**config.mk**
```make
export PLATFORM = sky130hd
export DESIGN_NAME = seq_handshake_monitor_flat
export DESIGN_NICKNAME = d
export VERILOG_FILES = /design/src/rtl/seq_handshake_monitor_pkg.sv /design/src/rtl/seq_handshake_monitor_if.sv /design/src/rtl/seq_handshake_monitor_chan.sv /design/src/rtl/seq_handshake_monitor.sv /design/src/flat_wrapper.sv
export SDC_FILE = /design/constraint.sdc
export NUM_CORES = 1
export LEC_CHECK = 0
export ABC_AREA = 1
export CAP_MARGIN = 20
export CORE_AREA = 4 4 138 140
export CTS_CLUSTER_SIZE = 28
export DETAILED_ROUTE_END_ITERATION = 8
export DIE_AREA = 0 0 142 144
export PLACE_DENSITY_LB_ADDON = 0.15
export SLEW_MARGIN = 20
export SYNTH_ARGS = -nofsm -noshare
export SYNTH_HDL_FRONTEND = slang
export SYNTH_SLANG_ARGS = --single-unit
```
**constraint.sdc**
```tcl
create_clock -name clk -period 1.45 [get_ports clk]
set_input_delay 0.29 -clock clk [delete_from_list [all_inputs] [get_ports clk]]
set_output_delay 0.29 -clock clk [all_outputs]
set_load 0.02 [all_outputs]
```
**src/rtl/seq_handshake_monitor_pkg.sv**
```systemverilog
// Shared types and helpers for the multi-channel handshake sequence monitor.
// Optional sticky/first-fail capture is enabled by defining SEQ_MON_STICKY_EN.
package seq_mon_pkg;

  typedef enum logic [2:0] {
    NONE       = 3'd0,
    EARLY_ACK  = 3'd1,
    TIMEOUT    = 3'd2,
    NO_DONE    = 3'd3,
    VALID_DROP = 3'd4
  } fail_code_t;

  typedef enum logic [1:0] {
    IDLE,
    WAIT_ACK,
    WAIT_DONE
  } chan_state_t;

  // Saturating increment on a w-bit value carried in 32 bits (w <= 32).
  function automatic logic [31:0] sat_inc(input logic [31:0] v, input int unsigned w);
    logic [31:0] max_v;
    max_v = (w >= 32) ? '1 : ((32'd1 << w) - 32'd1);
    return (v >= max_v) ? max_v : v + 32'd1;
  endfunction

endpackage

```
**src/rtl/seq_handshake_monitor_if.sv**
```systemverilog
// Handshake/status bundle between the monitored bus and seq_handshake_monitor.
interface seq_handshake_monitor_if #(
  parameter int unsigned NUM_CH = 4,
  parameter int unsigned CNT_W  = 16
);
  logic [NUM_CH-1:0]       req;
  logic [NUM_CH-1:0]       ack;
  logic [NUM_CH-1:0]       done;
  logic [NUM_CH-1:0]       valid;
  logic [NUM_CH-1:0]       busy;
  logic [NUM_CH-1:0]       match;
  logic [NUM_CH-1:0]       fail;
  logic [3*NUM_CH-1:0]     fail_code;
  logic [CNT_W*NUM_CH-1:0] pass_cnt;
  logic [CNT_W*NUM_CH-1:0] fail_cnt;

  modport master (
    output req, ack, done, valid,
    input  busy, match, fail, fail_code, pass_cnt, fail_cnt
  );

  modport slave (
    input  req, ack, done, valid,
    output busy, match, fail, fail_code, pass_cnt, fail_cnt
  );
endinterface

```
**src/rtl/seq_handshake_monitor_chan.sv**
```systemverilog
// One monitored channel: rise detect, req->ack delay window, done check,
// registered pass/fail pulses and saturating event counters.
module seq_mon_chan
  import seq_mon_pkg::*;
#(
  parameter int unsigned MIN_DLY = 1,
  parameter int unsigned MAX_DLY = 3,
  parameter int unsigned CNT_W   = 16
) (
  input  logic             clk_i,
  input  logic             rst_i,
  input  logic             clear_i,
  input  logic             req_i,
  input  logic             ack_i,
  input  logic             done_i,
  input  logic             valid_i,
  output logic             busy_o,
  output logic             match_o,
  output logic             fail_o,
  output fail_code_t       fail_code_o,
  output logic [CNT_W-1:0] pass_cnt_o,
  output logic [CNT_W-1:0] fail_cnt_o
);
  localparam int unsigned KW = $clog2(MAX_DLY + 1);
  localparam logic [KW-1:0] MIN_K = KW'(MIN_DLY);
  localparam logic [KW-1:0] MAX_K = KW'(MAX_DLY);

  chan_state_t      state_q;
  logic [KW-1:0]    k_q;
  logic             req_q;
  logic             match_q;
  logic             fail_q;
  fail_code_t       code_q;
  logic [CNT_W-1:0] pass_cnt_q, pass_cnt_d;
  logic [CNT_W-1:0] fail_cnt_q, fail_cnt_d;

  always_ff @(posedge clk_i) begin
    if (rst_i) begin
      state_q <= IDLE;
      k_q     <= '0;
      req_q   <= 1'b0;
      match_q <= 1'b0;
      fail_q  <= 1'b0;
      code_q  <= NONE;
    end else begin
      req_q   <= req_i;
      match_q <= 1'b0;
      fail_q  <= 1'b0;
      code_q  <= NONE;
      unique case (state_q)
        IDLE: begin
          // valid is already qualified in the rise cycle itself
          if (req_i && !req_q) begin
            if (!valid_i) begin
              fail_q <= 1'b1;
              code_q <= VALID_DROP;
            end else begin
              state_q <= WAIT_ACK;
              k_q     <= KW'(1);
            end
          end
        end
        WAIT_ACK: begin
          if (!valid_i) begin
            state_q <= IDLE;
            fail_q  <= 1'b1;
            code_q  <= VALID_DROP;
          end else if (ack_i && (k_q < MIN_K)) begin
            state_q <= IDLE;
            fail_q  <= 1'b1;
            code_q  <= EARLY_ACK;
          end else if (ack_i) begin
            state_q <= WAIT_DONE;
          end else if (k_q == MAX_K) begin
            state_q <= IDLE;
            fail_q  <= 1'b1;
            code_q  <= TIMEOUT;
          end else begin
            k_q <= k_q + 1'b1;
          end
        end
        WAIT_DONE: begin
          state_q <= IDLE;
          if (done_i) begin
            match_q <= 1'b1;
          end else begin
            fail_q <= 1'b1;
            code_q <= NO_DONE;
          end
        end
        default: state_q <= IDLE;
      endcase
    end
  end

  // Counters follow the registered pulses, so clear in the pulse cycle drops that event.
  always_comb begin
    pass_cnt_d = pass_cnt_q;
    fail_cnt_d = fail_cnt_q;
    if (clear_i) begin
      pass_cnt_d = '0;
      fail_cnt_d = '0;
    end else begin
      if (match_q) pass_cnt_d = CNT_W'(sat_inc(32'(pass_cnt_q), CNT_W));
      if (fail_q)  fail_cnt_d = CNT_W'(sat_inc(32'(fail_cnt_q), CNT_W));
    end
  end

  always_ff @(posedge clk_i) begin
    if (rst_i) begin
      pass_cnt_q <= '0;
      fail_cnt_q <= '0;
    end else begin
      pass_cnt_q <= pass_cnt_d;
      fail_cnt_q <= fail_cnt_d;
    end
  end

  assign busy_o      = (state_q != IDLE);
  assign match_o     = match_q;
  assign fail_o      = fail_q;
  assign fail_code_o = code_q;
  assign pass_cnt_o  = pass_cnt_q;
  assign fail_cnt_o  = fail_cnt_q;

endmodule

```
**src/rtl/seq_handshake_monitor.sv**
```systemverilog
// Multi-channel "$rose(req) ##[MIN:MAX] ack ##1 done" checker.
// Define SEQ_MON_STICKY_EN to add sticky fail flags and first-fail capture.
module seq_handshake_monitor
  import seq_mon_pkg::*;
#(
  parameter int unsigned NUM_CH  = 4,
  parameter int unsigned MIN_DLY = 1,
  parameter int unsigned MAX_DLY = 3,
  parameter int unsigned CNT_W   = 16
) (
  input  logic                        clk,
  input  logic                        reset,
  input  logic                        clear,
  seq_handshake_monitor_if.slave      bus
`ifdef SEQ_MON_STICKY_EN
  ,
  output logic [NUM_CH-1:0]           sticky_fail,
  output logic                        first_fail_vld,
  output logic [$clog2(NUM_CH)-1:0]   first_fail_ch,
  output logic [2:0]                  first_fail_code
`endif
);
  if (MIN_DLY < 1) begin : g_chk_min
    $error("seq_handshake_monitor: MIN_DLY must be >= 1");
  end
  if (MAX_DLY < MIN_DLY) begin : g_chk_max
    $error("seq_handshake_monitor: MAX_DLY must be >= MIN_DLY");
  end
  if (CNT_W < 1 || CNT_W > 32) begin : g_chk_cnt
    $error("seq_handshake_monitor: CNT_W must be in 1..32");
  end

  logic [NUM_CH-1:0] fail_w;
  fail_code_t        code_w [NUM_CH];

  for (genvar g = 0; g < NUM_CH; g++) begin : g_ch
    seq_mon_chan #(
      .MIN_DLY(MIN_DLY),
      .MAX_DLY(MAX_DLY),
      .CNT_W  (CNT_W)
    ) u_chan (
      .clk_i      (clk),
      .rst_i      (reset),
      .clear_i    (clear),
      .req_i      (bus.req[g]),
      .ack_i      (bus.ack[g]),
      .done_i     (bus.done[g]),
      .valid_i    (bus.valid[g]),
      .busy_o     (bus.busy[g]),
      .match_o    (bus.match[g]),
      .fail_o     (fail_w[g]),
      .fail_code_o(code_w[g]),
      .pass_cnt_o (bus.pass_cnt[g*CNT_W +: CNT_W]),
      .fail_cnt_o (bus.fail_cnt[g*CNT_W +: CNT_W])
    );
    assign bus.fail_code[3*g +: 3] = code_w[g];
  end

  assign bus.fail = fail_w;

`ifdef SEQ_MON_STICKY_EN
  localparam int unsigned CH_W = $clog2(NUM_CH);

  logic [NUM_CH-1:0] sticky_q;
  logic              ff_vld_q;
  logic [CH_W-1:0]   ff_ch_q, low_ch;
  fail_code_t        ff_code_q, low_code;

  // Descending scan so the lowest failing index is the one left standing.
  always_comb begin
    low_ch   = '0;
    low_code = NONE;
    for (int unsigned i = NUM_CH; i > 0; i--) begin
      if (fail_w[i-1]) begin
        low_ch   = CH_W'(i - 1);
        low_code = code_w[i-1];
      end
    end
  end

  always_ff @(posedge clk) begin
    if (reset || clear) begin
      sticky_q  <= '0;
      ff_vld_q  <= 1'b0;
      ff_ch_q   <= '0;
      ff_code_q <= NONE;
    end else begin
      sticky_q <= sticky_q | fail_w;
      if (!ff_vld_q && (|fail_w)) begin
        ff_vld_q  <= 1'b1;
        ff_ch_q   <= low_ch;
        ff_code_q <= low_code;
      end
    end
  end

  assign sticky_fail     = sticky_q;
  assign first_fail_vld  = ff_vld_q;
  assign first_fail_ch   = ff_ch_q;
  assign first_fail_code = ff_code_q;
`endif

endmodule

```
**src/flat_wrapper.sv**
```systemverilog
// flat-port wrapper written by rule: the top's interface ports become plain ports
module seq_handshake_monitor_flat import seq_mon_pkg::*;
#(
  parameter int unsigned NUM_CH  = 4,
  parameter int unsigned MIN_DLY = 1,
  parameter int unsigned MAX_DLY = 3,
  parameter int unsigned CNT_W   = 16
)
  (clk, reset, clear, bus_req, bus_ack, bus_done, bus_valid, bus_busy, bus_match, bus_fail, bus_fail_code, bus_pass_cnt, bus_fail_cnt);
  seq_handshake_monitor_if #(.NUM_CH(NUM_CH), .CNT_W(CNT_W)) bus_i ();
  input  logic clk;
  input  logic reset;
  input  logic clear;
  input wire logic [$bits(bus_i.req)-1:0] bus_req;
  input wire logic [$bits(bus_i.ack)-1:0] bus_ack;
  input wire logic [$bits(bus_i.done)-1:0] bus_done;
  input wire logic [$bits(bus_i.valid)-1:0] bus_valid;
  output wire logic [$bits(bus_i.busy)-1:0] bus_busy;
  output wire logic [$bits(bus_i.match)-1:0] bus_match;
  output wire logic [$bits(bus_i.fail)-1:0] bus_fail;
  output wire logic [$bits(bus_i.fail_code)-1:0] bus_fail_code;
  output wire logic [$bits(bus_i.pass_cnt)-1:0] bus_pass_cnt;
  output wire logic [$bits(bus_i.fail_cnt)-1:0] bus_fail_cnt;
  assign bus_i.req = bus_req;
  assign bus_i.ack = bus_ack;
  assign bus_i.done = bus_done;
  assign bus_i.valid = bus_valid;
  assign bus_busy = bus_i.busy;
  assign bus_match = bus_i.match;
  assign bus_fail = bus_i.fail;
  assign bus_fail_code = bus_i.fail_code;
  assign bus_pass_cnt = bus_i.pass_cnt;
  assign bus_fail_cnt = bus_i.fail_cnt;
  seq_handshake_monitor #(.NUM_CH(NUM_CH), .MIN_DLY(MIN_DLY), .MAX_DLY(MAX_DLY), .CNT_W(CNT_W)) u_core (.clk(clk), .reset(reset), .clear(clear), .bus(bus_i));
endmodule
```
==> results <==
- The number of vias per cell is 5.06.
- The power per standard cell area is 822 mW/mm^2.
- The number of different library cells in the post-synthesis netlist is 41.
- The run finished with clean final reports.
- The detailed-placement wirelength estimate is 17.9 mm.
- The async set-reset flop share out of synthesis is 0.
- The area share of the largest cell type after synthesis is 0.375.
- The number of antenna violations at the first check in global routing is 0.
- The cell type with the highest aggregate area in the netlist is sky130_fd_sc_hd__dfxtp_1.
- For this run, the top clock speed supported by timing is 693 MHz.
- The clock tree from TritonCTS is yes.
- The type of origin of the critical path is a flip-flop.
- Of the available clock period, the critical path in the final layout requires 0.995.
- The total clock sinks is 168.
- Summing internal, switching and leakage power gives 10.3 mW.
- The total die area is 0.0204 sq mm.
- The first-pass detailed-route iteration total is 5.
- For the final database, setup skew stands at 0.0116 ns.
- In this run the worst hold path is classified as input pin to flip-flop.
- The number of antenna diodes is 0.
- The most frequently used flop master after synthesis is sky130_fd_sc_hd__dfxtp_1.
- The final count of pins violating max slew is 0.
- The via count is 9,213.
- The starting density of the core is 0.502.
- The number of H-tree branching levels is 4.
- The number of core rows is 49.
- Traced cell by cell, the critical path runs through clkdlybuf4s15_1.
- Once placement finished, the instance area stood at 0.0117 sq mm.
- The mean area per synthesized cell is 6.85 sq um.
- Buffers placed on the I/O ports in this run total 170.
- Setup repair after global routing could not meet its margin everywhere.
- Together, buffers and inverters on the worst path number 1.
- The finished cells cover 0.0126 sq mm.
- The detail route stage leaves a number of antenna-violating nets equal to 0.
- The total clock buffers created by CTS is 17.
- The kind of end point of the critical path is a primary output.
- Data arrives at the worst endpoint at 1.15 ns.
- The setup-violating endpoint count in the final report is 0.
- The worst max-slew margin expressed relative to the limit is 0.771.
- At the worst endpoint, the required time is 1.16 ns.
- The maximum clock path buffer count is 2.
- From synthesis to final layout, the design area changed by 40.3%.
- The cell with the most instances after synthesis is sky130_fd_sc_hd__nand2_1.
- The post-detailed-route DRC marker count is 0.
- The tool flagged a number of max-cap violations equal to 0.
- For this run, the register share of the synthesized area comes to 0.375.
- For this design, the slowest cell found on the critical path is sky130_fd_sc_hd__dfxtp_1.
- The commonest cells after synthesis are 317 x sky130_fd_sc_hd__nand2_1, 178 x sky130_fd_sc_hd__inv_1, 168 x sky130_fd_sc_hd__dfxtp_1, 159 x sky130_fd_sc_hd__nor2_1, 97 x sky130_fd_sc_hd__nand3_1.
- The post-synthesis net count is 1,347.
- The overall fraction of global-route tracks in use is 0.233.
- The fraction of layout cells with a size suffix above 1 is 0.277.
- In the post-synthesis netlist, the biggest area contributors are sky130_fd_sc_hd__dfxtp_1 38%, sky130_fd_sc_hd__nand2_1 13%, sky130_fd_sc_hd__inv_1 7.5%.
- The routed length per instance is 13.3 um.
- The pin slew with the least headroom to its limit is 0.341 ns.
- The maximum fanout along the worst path is 4.
- The later pin in the worst-skew pair is clocked with a latency of 0.42 ns.
- The area of the mapped netlist is 0.00896 sq mm.
- The post-layout net count is 1,620.
- The violation count after the first detailed-routing iteration is 421.
- During I/O placement, the number of pins put on the boundary was 171.
- The worst-case IR drop observed on VDD is 0.835 mV.
- The core box area is 0.0178 sq mm.
- Summed over all layers, the routed wires come to 24.2 mm.
- The global-route wire length before repair is 39.8 mm.
- The critical path is of the flip-flop to primary output type.
- The finished layout holds 1,821 standard cells, fillers aside.
- The vertical die dimension is 144 um.
- The final sum of negative setup slack is 0 ns.
- The congestion estimate from routability-driven global placement came to 0.914.
- The number of hold violations in the final report is 0.
- The synthesized design contains 168 register bits.
- The warning count from the yosys run is 0.
- The final critical delay including setup and external delays is 1.44 ns.
- The count of flip-flops with a built-in enable after synthesis is 0.
- Synthesis produced 1,308 cells.
- The die width is 142 um.
- The maximum single-stage delay on the critical path is 0.40 ns.
- The placed cell count is 1,781.
- Global routing finished with a remaining overflow of 0.
- The clock-pin slew on the worst setup and hold paths is 0.06 ns.
- The largest net degree at the start of global routing is 31.
- The static leakage power is 5.48 nW.
- Grouping stages by cell kind, the critical path spends the most delay in flip-flops.
- The root cell of the clock tree is sky130_fd_sc_hd__clkbuf_16.
- The number of global-route vias before repair is 8,796.
-- repair_timing --
action	CTS	global route
setup buffers	1	9
hold buffers	0	0
gates resized for setup	358	203
setup endpoints to repair	160	191
pin swaps	2	14
gates cloned	1	0
-- logic make-up (layout without fill, tap and decap cells) --
kind of cell,count (synthesis),count (layout),synth area share
and+or+nand+nor,700,701,0.354
adders and majority gates,20,20,0.0279
DFF,168,168,0.375
AOI/OAI and AO/OA,152,152,0.0926
buffers and inverters,218,501,0.101
muxes,5,5,0.00558
xor gates and xnor gates,45,45,0.0440
-- registers in the layout, summed over array words and instances, names as in the netlist --
name                            cells
u_core.g_ch.u_chan.fail_cnt_o      64
u_core.g_ch.u_chan.fail_code_o     12
u_core.g_ch.u_chan.fail_o           4
u_core.g_ch.u_chan.k_q              8
u_core.g_ch.u_chan.match_o          4
u_core.g_ch.u_chan.pass_cnt_o      64
u_core.g_ch.u_chan.req_q            4
u_core.g_ch.u_chan.state_q          8
-- cell usage in the layout, fill, tap and decap left out, types with 14 or more instances in the layout --
| cell | instances |
|---|---|
| sky130_fd_sc_hd__nor2_1 | 137 |
| sky130_fd_sc_hd__nor2_4 | 16 |
| sky130_fd_sc_hd__nor2_2 | 23 |
| sky130_fd_sc_hd__dfxtp_2 | 57 |
| sky130_fd_sc_hd__xnor2_1 | 20 |
| sky130_fd_sc_hd__clkdlybuf4s15_2 | 58 |
| sky130_fd_sc_hd__clkbuf_16 | 17 |
| sky130_fd_sc_hd__o21ai_0 | 36 |
| sky130_fd_sc_hd__nand4_1 | 29 |
| sky130_fd_sc_hd__inv_1 | 177 |
| sky130_fd_sc_hd__a21oi_1 | 70 |
| sky130_fd_sc_hd__nand3_1 | 92 |
| sky130_fd_sc_hd__nand2_2 | 18 |
| sky130_fd_sc_hd__nand2_1 | 305 |
| sky130_fd_sc_hd__buf_4 | 112 |
| sky130_fd_sc_hd__a31oi_1 | 26 |
| sky130_fd_sc_hd__dlygate4sd2_1 | 19 |
| sky130_fd_sc_hd__clkbuf_2 | 40 |
| sky130_fd_sc_hd__dfxtp_1 | 103 |
| sky130_fd_sc_hd__clkdlybuf4s15_1 | 19 |
| sky130_fd_sc_hd__buf_2 | 14 |
| sky130_fd_sc_hd__xor2_1 | 25 |
| sky130_fd_sc_hd__clkdlybuf4s50_1 | 18 |
| sky130_fd_sc_hd__nor3_1 | 20 |
-- where the power goes --
group,switching (mW),leakage (nW),internal (mW)
Combinational,0.303,3.77,0.236
Clock,1.84,0.316,3.27
Sequential,0.0408,1.39,4.65
Total,2.18,5.48,8.15
-- final timing paths --
kind,from,endpoint,slack [ns],depth (start not counted)
max,u_core.g_ch[2].u_chan.fail_cnt_o[9],bus_fail_cnt[41],0.008,1
min,bus_req[0],u_core.g_ch[0].u_chan.req_q,0.41,3
max reg2reg,u_core.g_ch[1].u_chan.fail_cnt_o[0],u_core.g_ch[1].u_chan.fail_cnt_o[10],0.08,8
min reg2reg,u_core.g_ch[2].u_chan.match_o,u_core.g_ch[2].u_chan.pass_cnt_o[1],0.50,1
-- stage by stage --
step	utilization	setup slack (ns)	hold WS, ns
finish	0.705	0.00760	0.410
global route	0.705	-0.0238	0.399
CTS	0.694	0.0000420	0.397
detailed placement	0.656	-0.196	0.486
global placement	0.656	-0.177	0.485
floorplan	-	0.00181	0.397
-- layout make-up --
| class | count | area, sq um |
|---|---|---|
| Fill cell | 1490 | 5270 |
| Multi-Input combinational cell | 923 | 4980 |
| Sequential cell | 168 | 3460 |
| Timing Repair Buffer | 291 | 2500 |
| Inverter | 180 | 678 |
| Clock buffer | 19 | 443 |
| Tap cell | 229 | 287 |
| Clock inverter | 11 | 221 |
-- metal layers --
| metal | part of all wire | wire, um | GRT usage |
|---|---|---|---|
| met5 | 0 | 0 | 0 |
| met4 | 0.016 | 386 | 0.0667 |
| met3 | 0.048 | 1160 | 0.0437 |
| met1 | 0.45 | 10900 | 0.295 |
| met2 | 0.49 | 11800 | 0.405 |
Note: power is estimated with default switching activity, not from simulation.
==> RTL change 1, RTL diff (same settings) <==
`MAX_DLY` is set to 3 in 3 places; all go to 6.
--- a/src/rtl/seq_handshake_monitor_chan.sv
+++ b/src/rtl/seq_handshake_monitor_chan.sv
@@ -6,3 +6,3 @@
   parameter int unsigned MIN_DLY = 1,
-  parameter int unsigned MAX_DLY = 3,
+  parameter int unsigned MAX_DLY = 6,
   parameter int unsigned CNT_W   = 16
--- a/src/rtl/seq_handshake_monitor.sv
+++ b/src/rtl/seq_handshake_monitor.sv
@@ -7,3 +7,3 @@
   parameter int unsigned MIN_DLY = 1,
-  parameter int unsigned MAX_DLY = 3,
+  parameter int unsigned MAX_DLY = 6,
   parameter int unsigned CNT_W   = 16
--- a/src/flat_wrapper.sv
+++ b/src/flat_wrapper.sv
@@ -5,3 +5,3 @@
   parameter int unsigned MIN_DLY = 1,
-  parameter int unsigned MAX_DLY = 3,
+  parameter int unsigned MAX_DLY = 6,
   parameter int unsigned CNT_W   = 16
Behaviour: not the same (a bounded check fails within 10 cycles, from zero or initial values and one cycle with reset high).
==> RTL change 1 against the original RTL <==
  * Critical path depth stayed put
  * Sequential cell count is 4 higher
  * Clock skew is 3.4 ps higher
  * Total power is 6.0% lower
  * Worst setup slack better by 0.78 ps
  * Synthesized area is 1.0% higher
  * Register-to-register slack worse by 60 ps
  * Cell count is 3.5% higher
  * Critical endpoint is now bus_fail_cnt[59]
  * Fmax hardly changed
  * Wire length is 7.4% higher
  * Die area stayed put
  * Design area is 5.2% higher
  * Highest routed layer unchanged
==> RTL change 1: results <==
<?xml version="1.0" encoding="UTF-8"?>
<metrics>
  <group name="layout">
    <metric name="finalNonFillerCells" unit="">1885</metric>
    <metric name="n_fill_cell" unit="">1389</metric>
    <metric name="layout.clock.cell_area_share" unit="%">4.22</metric>
    <metric name="final.signal_buffer_count" unit="">314</metric>
    <metric name="layout.comb_gates.multi_input" unit="">939</metric>
  </group>
  <group name="global_routing">
    <metric name="via_count_of_the_first_global_routing_pass" unit="">8510</metric>
    <metric name="grt_start_max_net_pins" unit="">24</metric>
  </group>
  <group name="place">
    <metric name="placedInstanceArea" unit="µm²">12000</metric>
    <metric name="numPlacedInstances" unit="">1847</metric>
    <metric name="dp_slack" unit="ps">-150</metric>
    <metric name="place.gp.congestion" unit="">0.889</metric>
    <metric name="dpl_hpwl" unit="mm">18.2</metric>
  </group>
  <group name="clocking">
    <metric name="clkSinkCount" unit="">172</metric>
    <metric name="post_cts.repair.setup_buffers" unit="">4</metric>
  </group>
  <group name="critical_path">
    <metric name="critPathMaxFanout" unit="">2</metric>
    <metric name="cp-startpoint" unit="">u_core.g_ch[3].u_chan.fail_cnt_o[11]</metric>
    <metric name="worstReg2RegStart" unit="">u_core.g_ch[3].u_chan.fail_cnt_o[1]</metric>
  </group>
  <group name="outcome">
    <metric name="status" unit="">finished clean</metric>
  </group>
  <group name="yosys">
    <metric name="synth.top_cells.by_count" unit="">nand2_1, inv_1, nor2_1, dfxtp_1, nand3_1</metric>
    <metric name="avgSynthCellArea" unit="µm²">6.72</metric>
    <metric name="post_synthesis_net_count" unit="">1383</metric>
  </group>
  <group name="drt">
    <metric name="routedWlPerCell" unit="µm">13.8</metric>
    <metric name="met1Wirelength" unit="mm">11.4</metric>
    <metric name="drt_first_iter_violations" unit="">580</metric>
    <metric name="route.met3.wl" unit="mm">1.60</metric>
  </group>
  <group name="power">
    <metric name="p_total" unit="mW">9.72</metric>
    <metric name="peakVddDrop" unit="V">0.000796</metric>
  </group>
</metrics>
==> RTL change 1: logic make-up after synthesis <==
family                   share of synthesized area, %
XOR/XNOR                                         4.84
flip-flops                                       38.0
adder cells (fa/ha/maj)                          2.21
buffers and inverters                            10.8
AO/OA/AOI/OAI                                    8.47
AND/OR/NAND/NOR                                  35.7
==> RTL change 1: worst max path at each step <==
stage                                            to  slack (ps)  depth (start not counted)
3_5_place_dp           u_core.g_ch[3].u_chan.k_q[1]        -150                          8
2_1_floorplan  u_core.g_ch[0].u_chan.fail_cnt_o[14]          -8                         10
4_1_cts        u_core.g_ch[3].u_chan.fail_cnt_o[14]         -10                         10
6_report                           bus_fail_cnt[59]           8                          1
3_3_place_gp           u_core.g_ch[3].u_chan.k_q[1]        -130                          8
5_1_grt        u_core.g_ch[0].u_chan.fail_cnt_o[15]         -90                          6
==> RTL change 2, RTL diff (config.mk and constraints unchanged) <==
Made on the original files. Encoding of `chan_state_t`: now one-hot (3 bits for 3 states).
--- a/src/rtl/seq_handshake_monitor_pkg.sv
+++ b/src/rtl/seq_handshake_monitor_pkg.sv
@@ -12,6 +12,6 @@
 
-  typedef enum logic [1:0] {
-    IDLE,
-    WAIT_ACK,
-    WAIT_DONE
+  typedef enum logic [2:0] {
+    IDLE      = 3'b001,
+    WAIT_ACK  = 3'b010,
+    WAIT_DONE = 3'b100
   } chan_state_t;
Function: same outputs for any inputs over 4 cycles, from zero or initial values and one cycle with reset high; so few cycles prove little.
==> RTL change 2 against the original RTL <==
  * Design area grew 2.1%
  * The flow now finishes with violations (negative setup slack)
  * Synthesized cell count increased by 0.84%
  * Global-route usage down 0.13 points
  * Wire length up 0.66%
  * Utilization grew 1.5 points
  * Synthesized area increased by 0.57%
  * Clock power shrank 16%
  * Worst setup slack got worse by 50 ps
  * Total power fell by 4.1%
  * Cell count increased by 2.4%
  * Worst hold slack better by 1.2 ps
  * Sequential cell count is 4 higher
==> RTL change 2: results <==
<?xml version="1.0" encoding="UTF-8"?>
<metrics>
  <group name="drt">
    <metric name="via_count" unit="">9340</metric>
    <metric name="detailedRoute.firstPassIterationCount" unit="">6</metric>
  </group>
  <group name="global_routing">
    <metric name="track_usage" unit="%">23.1</metric>
    <metric name="grt_util_met1" unit="%">30.7</metric>
    <metric name="via_count_of_the_first_global_routing_pass" unit="">8612</metric>
    <metric name="grt_start_max_net_pins" unit="">41</metric>
    <metric name="wire_length_of_the_first_global_routing_pass" unit="mm">39.5</metric>
    <metric name="grtUsageMet3" unit="%">4.53</metric>
  </group>
  <group name="place">
    <metric name="numPlacedInstances" unit="">1820</metric>
    <metric name="placedInstanceArea" unit="µm²">11900</metric>
    <metric name="dpl_hpwl" unit="mm">17.7</metric>
    <metric name="dp_slack" unit="ps">-159</metric>
  </group>
  <group name="layout">
    <metric name="layout-drive-gt1-share" unit="%">30.1</metric>
    <metric name="finalNetCount" unit="">1659</metric>
  </group>
  <group name="critical_path">
    <metric name="critPathMaxFanout" unit="">2</metric>
    <metric name="arrival" unit="ps">1200</metric>
  </group>
  <group name="yosys">
    <metric name="sequential_share_of_the_synthesized_area" unit="%">38.2</metric>
    <metric name="synth.area.top_cells" unit="">dfxtp_1, nand2_1, inv_1</metric>
    <metric name="ys_types" unit="">42</metric>
    <metric name="synth_cells" unit="">1319</metric>
    <metric name="post_synthesis_net_count" unit="">1355</metric>
  </group>
  <group name="outcome">
    <metric name="status" unit="">finished, violations left</metric>
    <metric name="violations" unit="">negative setup slack</metric>
  </group>
  <group name="timing">
    <metric name="setup_violations" unit="">2</metric>
    <metric name="skew" unit="ps">9.12</metric>
    <metric name="sum_of_negative_setup_slack" unit="ps">-48.5</metric>
    <metric name="finalWorstSetupSlack" unit="ps">-42.3</metric>
    <metric name="slew_headroom" unit="%">72.0</metric>
  </group>
  <group name="power">
    <metric name="peakVddDrop" unit="V">0.000863</metric>
    <metric name="p_leak" unit="nW">5.66</metric>
  </group>
</metrics>
[RTL change 2: cell types whose count changed after synthesis, sizes merged, moves of 4 or more]
cell	unedited run	this run
a31oi	26	21
dfxtp	168	172
inv	179	201
nand2	326	330
nand3	98	103
nand4	32	25
nor3	32	23
nor4	5	0
o21ai	45	50
o31ai	0	4
or2	18	14
xor2	25	30
[RTL change 2: path summary, 6_finish.rpt]
kind | start | end | slack [ps] | cells after the start
worst min register to register | u_core.g_ch[3].u_chan.pass_cnt_o[12] | u_core.g_ch[3].u_chan.pass_cnt_o[12] | 480 | 2
worst min-delay path | bus_req[3] | u_core.g_ch[3].u_chan.req_q | 410 | 3
worst max-delay path | u_core.g_ch[2].u_chan.state_q[0] | bus_busy[2] | -40 | 4
worst max register to register | u_core.g_ch[1].u_chan.pass_cnt_o[15] | u_core.g_ch[1].u_chan.pass_cnt_o[6] | -10 | 4
[RTL change 2: cell type report]
type                       instances  area, µm²
fill                            1474       5000
multi-input combinational        909       4950
sequential                       172       3540
timing repair buffer             319       2750
inverter                         204        768
clock buffer                      19        453
tap                              229        287
clock inverter                    13       92.6
[RTL change 2: power by group through the flow]
stage               clock (mW)  sequential, mW  combinational, mW
floorplan                    0            4.96              0.406
global placement             0            4.95              0.755
detailed placement           0            4.96              0.765
CTS                       4.35            4.85              0.753
global route              4.55            4.86              0.872
finish                    4.27            4.85              0.784
[RTL change 2: timing repair]
item / CTS / global route
pin swaps: 0 / 25
endpoints found under the setup margin: 176 / 159
setup buffers: 0 / 11
resized for setup: 404 / 180
gates cloned: 0 / 2
[RTL change 2: cell families (layout without fill, tap and decap cells)]
logic type | after synthesis | count (layout) | synth area share [%]
AO/OA/AOI/OAI | 158 | 158 | 9.68
flip-flops | 172 | 172 | 38.2
adder cells (fa/ha/maj) | 17 | 17 | 2.36
XOR/XNOR | 49 | 49 | 4.76
AND/OR/NAND/NOR | 680 | 682 | 33.6
buffers and inverters | 240 | 555 | 11.0
multiplexers | 3 | 3 | 0.333
[RTL change 2: metal layers]
metal  up-vias  routed length (µm)
li1       4790                   -
met1      4280               11200
met2       231               11400
met3        39                1280
met4         0                 450
met5         -                   0
[RTL change 2: critical path: stages (launching register included)]
cell	delay (ps)
dfxtp_2	340
inv_2	50
nor3_4	190
inv_2	70
buf_6	130
